### config.mk
export PLATFORM = sky130hd
export DESIGN_NAME = adbg_biu_burst_ctrl
export DESIGN_NICKNAME = d
export VERILOG_FILES = /design/src/rtl/adbg_biu_burst_ctrl.sv
export SDC_FILE = /design/constraint.sdc
export NUM_CORES = 1
export LEC_CHECK = 0
export ABC_AREA = 1
export BUFFER_PORTS_ARGS = -buffer_cell sky130_fd_sc_hd__buf_4
export CAP_MARGIN = 30
export CORE_MARGIN = 2
export CORE_UTILIZATION = 30
export DETAILED_ROUTE_END_ITERATION = 12
export SYNTH_ARGS = -nofsm -noshare
export SYNTH_HDL_FRONTEND = slang
export SYNTH_SLANG_ARGS = --single-unit
### constraint.sdc
create_clock -name biu_clk -period 10.6 [get_ports biu_clk]
set_input_delay 1.59 -clock biu_clk [delete_from_list [all_inputs] [get_ports biu_clk]]
set_output_delay 1.59 -clock biu_clk [all_outputs]
set_load 0.01 [all_outputs]
### src/rtl/adbg_biu_burst_ctrl.sv
// Debug-side BIU burst initiator: splits one burst command into single
// strobe/ready BIU accesses, fed and drained by valid/ready data streams.
module adbg_biu_burst_ctrl #(
  parameter int ADDR_WIDTH   = 32,
  parameter int DATA_WIDTH   = 32,
  parameter int CNT_WIDTH    = 16,
  parameter int ABORT_ON_ERR = 0
) (
  input  logic                  biu_clk,
  input  logic                  biu_rst,
  input  logic                  cmd_valid,
  output logic                  cmd_ready,
  input  logic [ADDR_WIDTH-1:0] cmd_addr,
  input  logic                  cmd_write,
  input  logic [3:0]            cmd_word_size,
  input  logic [CNT_WIDTH-1:0]  cmd_count,
  input  logic                  wr_valid,
  output logic                  wr_ready,
  input  logic [DATA_WIDTH-1:0] wr_data,
  output logic                  rd_valid,
  input  logic                  rd_ready,
  output logic [DATA_WIDTH-1:0] rd_data,
  output logic                  busy,
  output logic                  done,
  output logic                  err,
  output logic                  biu_strb,
  output logic                  biu_rw,
  output logic [ADDR_WIDTH-1:0] biu_addr,
  output logic [DATA_WIDTH-1:0] biu_di,
  output logic [3:0]            biu_word_size,
  input  logic                  biu_rdy,
  input  logic [DATA_WIDTH-1:0] biu_do,
  input  logic                  biu_err
);

  typedef enum logic [2:0] {
    S_IDLE,
    S_WDATA,
    S_STROBE,
    S_WAIT,
    S_RDATA,
    S_DONE
  } state_t;

  state_t                r_state;
  state_t                w_nxt;
  logic                  r_cmd_rdy;
  logic                  r_strb;
  logic [ADDR_WIDTH-1:0] r_addr;
  logic                  r_write;
  logic [3:0]            r_size;
  logic [CNT_WIDTH-1:0]  r_cnt;
  logic [DATA_WIDTH-1:0] r_di;
  logic [DATA_WIDTH-1:0] r_rdata;
  logic                  r_err;

  logic                  w_accept;
  logic                  w_size_ok;
  logic [CNT_WIDTH-1:0]  w_cnt_dec;
  logic                  w_more_wait;
  logic                  w_more_rd;
  logic                  w_err_n;
  logic                  w_abort_wait;
  logic                  w_abort_rd;
  logic [6:0]            w_shamt;
  logic [DATA_WIDTH-1:0] w_lane;

  assign w_accept     = cmd_valid && r_cmd_rdy;
  assign w_cnt_dec    = r_cnt - CNT_WIDTH'(1);
  assign w_more_wait  = (w_cnt_dec != '0);
  assign w_more_rd    = (r_cnt != '0);
  assign w_err_n      = r_err | biu_err;
  assign w_abort_wait = (ABORT_ON_ERR != 0) && w_err_n;
  assign w_abort_rd   = (ABORT_ON_ERR != 0) && r_err;

  // BIU expects narrow write data in the top lanes of biu_di
  assign w_shamt = 7'(DATA_WIDTH) - {r_size, 3'b000};
  assign w_lane  = wr_data << w_shamt;

  always_comb begin
    w_size_ok = 1'b0;
    unique case (cmd_word_size)
      4'd1, 4'd2, 4'd4: w_size_ok = 1'b1;
      4'd8:             w_size_ok = (DATA_WIDTH == 64);
      default:          w_size_ok = 1'b0;
    endcase
  end

  always_comb begin
    w_nxt = r_state;
    unique case (r_state)
      S_IDLE: begin
        if (w_accept) begin
          if (cmd_count == '0)   w_nxt = S_DONE;
          else if (!w_size_ok)   w_nxt = S_DONE;
          else if (cmd_write)    w_nxt = S_WDATA;
          else                   w_nxt = S_STROBE;
        end
      end
      S_WDATA: begin
        if (wr_valid) w_nxt = S_STROBE;
      end
      S_STROBE: begin
        if (biu_rdy) w_nxt = S_WAIT;
      end
      S_WAIT: begin
        if (biu_rdy) begin
          if (!r_write)
            w_nxt = S_RDATA;
          else if (w_more_wait && !w_abort_wait)
            w_nxt = S_WDATA;
          else
            w_nxt = S_DONE;
        end
      end
      S_RDATA: begin
        if (rd_ready) begin
          if (w_more_rd && !w_abort_rd) w_nxt = S_STROBE;
          else                          w_nxt = S_DONE;
        end
      end
      S_DONE:  w_nxt = S_IDLE;
      default: w_nxt = S_IDLE;
    endcase
  end

  always_ff @(posedge biu_clk or posedge biu_rst) begin
    if (biu_rst) begin
      r_state   <= S_IDLE;
      r_cmd_rdy <= 1'b0;
      r_strb    <= 1'b0;
      r_addr    <= '0;
      r_write   <= 1'b0;
      r_size    <= '0;
      r_cnt     <= '0;
      r_di      <= '0;
      r_rdata   <= '0;
      r_err     <= 1'b0;
    end else begin
      r_state   <= w_nxt;
      r_cmd_rdy <= (w_nxt == S_IDLE);
      r_strb    <= (w_nxt == S_STROBE);
      if (w_accept) begin
        r_addr  <= cmd_addr;
        r_write <= cmd_write;
        r_size  <= cmd_word_size;
        r_cnt   <= cmd_count;
        r_err   <= (cmd_count != '0) && !w_size_ok;
      end
      if (r_state == S_WDATA && wr_valid) begin
        r_di <= w_lane;
      end
      if (r_state == S_WAIT && biu_rdy) begin
        r_err  <= w_err_n;
        r_cnt  <= w_cnt_dec;
        r_addr <= r_addr + ADDR_WIDTH'(r_size);
        if (!r_write) r_rdata <= biu_do;
      end
    end
  end

  assign cmd_ready     = r_cmd_rdy;
  assign wr_ready      = (r_state == S_WDATA);
  assign rd_valid      = (r_state == S_RDATA);
  assign rd_data       = r_rdata;
  assign busy          = (r_state != S_IDLE);
  assign done          = (r_state == S_DONE);
  assign err           = r_err;
  assign biu_strb      = r_strb;
  assign biu_rw        = !r_write;
  assign biu_addr      = r_addr;
  assign biu_di        = r_di;
  assign biu_word_size = r_size;

endmodule

==> impl_results.md <==
- Status: finished, final reports clean
- Post-route DRC: 0
- Syn Std Cell Area: 7180 sq um
- Core area: 23,500 sq um
- DR vias/cell: 4.83
- Most common cell in the netlist: nand2_1
- Antenna Cells: 0
- Cells along the critical path: buf_4 -> inv_1 -> nor2_4 -> buf_4 -> inv_2 -> nand2_4 -> inv_2 -> a22o_1 -> inv_1 -> nand2_1
- Clock buffer depth: 2
- Number of synthesized flops with an enable pin: 0
- Hold slack: 491 ps
- Endpoints failing hold: 0
- Startpoint types: input pin
- Worst clock skew: 9.24 ps
- Number of setup buffers added after CTS: 0
- Starting density of the core: 30.6%
- Overall routing resource usage: 18.4%
- Clk sink count: 123
- Crit path time final: 3440 ps
- Max Cap Viol: 0
- # IOs: 232
- Slowest-stage cell, CP: nand2_4
- Power Dens Cells: 286 nW/um^2
- Post-route clock period utilization: 32.5%
- # port buffers: 231
- Register bit count reported by yosys: 123
- Relative slew margins: 33.2%
- R2R Path Start: r_state[2]
- PostCTS Resize Cnt: 0
- Pin count of the biggest net entering global routing: 51
- R2R cell count: 10
- DIE WIDTH: 159 um
- Hold Startpoint: biu_di[17]
- Fmax: 291 MHz
- First-pass GRT wire length: 37,000 um
- Worst skew pair latency: 420 ps
- Largest cells by area after synthesis: dfrtp_1, nand2_1, nand3_1, mux2_2, inv_1
- Post-Syn Nets: 1,024
- Leakage power: 4.75 nW
- Area delta synth->final: 35.9%
- CTS tree: yes
- Iter 0 DRT Violations: 428
- Critical path endpoint category: register
- Worst Path Class, Setup: input pin to register
- Critical R2R Capture: biu_addr[31]
- Min-Delay Endpoint: biu_di[17]
- Post-DRT Antenna Nets: 0
- Top_reg_cell synth: dfrtp_1
- Rows: 56
- Max incr delay on CP: 460 ps
- Measured slew at the worst slew-check pin: 1000 ps
- Worst EP arrival: 3750 ps
- Syn Area/Cell: 8.05 sq um
- Yosys warning count: 0
- Sequential-to-total area share from yosys stat: 42.8%
- Die ar.: 25,200 sq um
- Final WL: 23,100 um
- Initial DRT Pass Iterations: 5
- DPL Wire Length: 17,300 um
- Worst Path Max Fanout: 40
- Htree depth: 4
- Pins Over Slew Limit: 0
- Hold Buf Count CTS: 0
- Worst Hold Depth: 2
- Post-DR wirelength/cell: 16.0 um
- Critical Path RT: 10,910 ps
- Distinct cells, synth: 49
- Synth Instances: 892
- CTS clk-pin slew, worst paths: 70 ps
- Die H: 159 um
- Num CTS Buffers: 17
- Total grt overflow: 0
- HP Class: register to register
- Ys async rst share: 100%
- Post-route setup TNS: 0 ps
- Vias: 6,985
- Post-layout nets: 1,246
- Yosys top cell by area: dfrtp_1
- Setup slack, reg-to-reg: 7780 ps
- Yosys top cell area share: 42.8%
- Initial antenna violation count: 0
- Setup violators final: 0
- Share of layout cells above drive strength 1: 31.0%
- Final GP Congestion: 0.909
- Max VDD drop: 0.113 mV
- RSZ-0062 raised after global routing: no
- Root buffer cell: clkbuf_16
- Synth cell count leaders: nand2_1, dfrtp_1, inv_1
- Vias in the first global route: 6,991
==> area by class of cell <==
cell class	count	area (sq um)
clock inverters	15	156
multi-input cells	639	3550
well taps	319	399
flip-flops and latches	123	3080
repair buffers	235	1780
inverters	98	370
clock buffers	17	425
fillers	2391	13700
==> cell families after synthesis <==
logic type	synth area share (%)
AO/OA/AOI/OAI	12.3
XOR/XNOR	1.59
adder cells (fa/ha/maj)	1.50
buffers and inverters	7.73
flip-flops	42.8
multiplexers	5.30
AND/OR/NAND/NOR	28.7
==> critical path: cells and delay by family <==
family / cells / cell delay, ps
AOI/OAI and AO/OA: 1 / 270
buffers and inverters: 6 / 1240
and+or+nand+nor: 3 / 610
==> how the worst max path moves through the flow <==
stage             from            to
4_1_cts        biu_rdy  biu_addr[31]
2_1_floorplan  biu_rst   biu_addr[0]
3_5_place_dp   biu_rdy  biu_addr[31]
6_report       biu_rdy  biu_addr[31]
5_1_grt        biu_rdy  biu_addr[31]
3_3_place_gp   biu_rdy  biu_addr[31]
==> state kept, by name (all words and copies together) (netlist names) <==
register and cells:
r_state 3, r_write 1, r_cnt 16, err 1, biu_di 32, cmd_ready 1, biu_addr 32, biu_strb 1
biu_word_size 4, rd_data 32
==> where the power goes <==
part,internal (mW),leakage [nW],switching (mW)
Clock,0.332,0.277,0.250
Combinational,0.563,2.91,0.760
Sequential,0.683,1.56,0.201
Total,1.58,4.75,1.21
==> cells in the final DEF, fill, tap and decap left out, types with 2 or more instances in the layout <==
| master | Yosys | layout |
|---|---|---|
| nor2_1 | 75 | 75 |
| mux2i_1 | 2 | 2 |
| nor3_2 | 6 | 6 |
| clkinv_4 | 0 | 3 |
| a21oi_1 | 18 | 18 |
| clkinvlp_4 | 0 | 3 |
| nand2_1 | 234 | 234 |
| inv_2 | 10 | 10 |
| nor3_1 | 10 | 10 |
| buf_4 | 5 | 234 |
| or2_0 | 2 | 2 |
| nand4_1 | 11 | 11 |
| and3_1 | 2 | 2 |
| o22ai_1 | 7 | 7 |
| ha_1 | 7 | 7 |
| o21ai_1 | 14 | 14 |
| o221ai_1 | 19 | 19 |
| o21a_1 | 8 | 8 |
| o211ai_1 | 24 | 24 |
| nor3_4 | 4 | 4 |
| or2_2 | 5 | 5 |
| xor2_1 | 12 | 12 |
| inv_8 | 0 | 3 |
| a32o_1 | 2 | 2 |
| nand3_2 | 3 | 3 |
| inv_6 | 0 | 5 |
| nor2_4 | 5 | 5 |
| clkbuf_16 | 0 | 17 |
| dfrtp_1 | 123 | 123 |
| nor2_2 | 3 | 3 |
| mux2_2 | 32 | 32 |
| nand3_1 | 76 | 76 |
| a22o_1 | 2 | 2 |
| inv_1 | 87 | 86 |
| nand2_2 | 3 | 3 |
| nand2_4 | 4 | 4 |
| o21ai_0 | 36 | 36 |
==> metal layers <==
metal	vias to the layer above	share of wire (%)	track usage (%)
li1	3426	-	-
met1	3299	44	23.1
met2	224	48	30.5
met3	36	5.6	4.36
met4	0	2.6	7.21
met5	-	0	0
==> stage by stage <==
step                instances  power [mW]  utilization, %  worst slack, ps  instance area (sq um)
CTS                      1446        2.81            41.6             7170                   9760
floorplan                 892        1.68               -             5740                   7180
finish                   1446        2.79            41.6             7160                   9760
global placement         1413        2.20            39.0             6720                   9150
global route             1446        3.00            41.6             7020                   9760
detailed placement       1414        2.22            39.1             6720                   9180
Power figures use the tool's default switching activity.
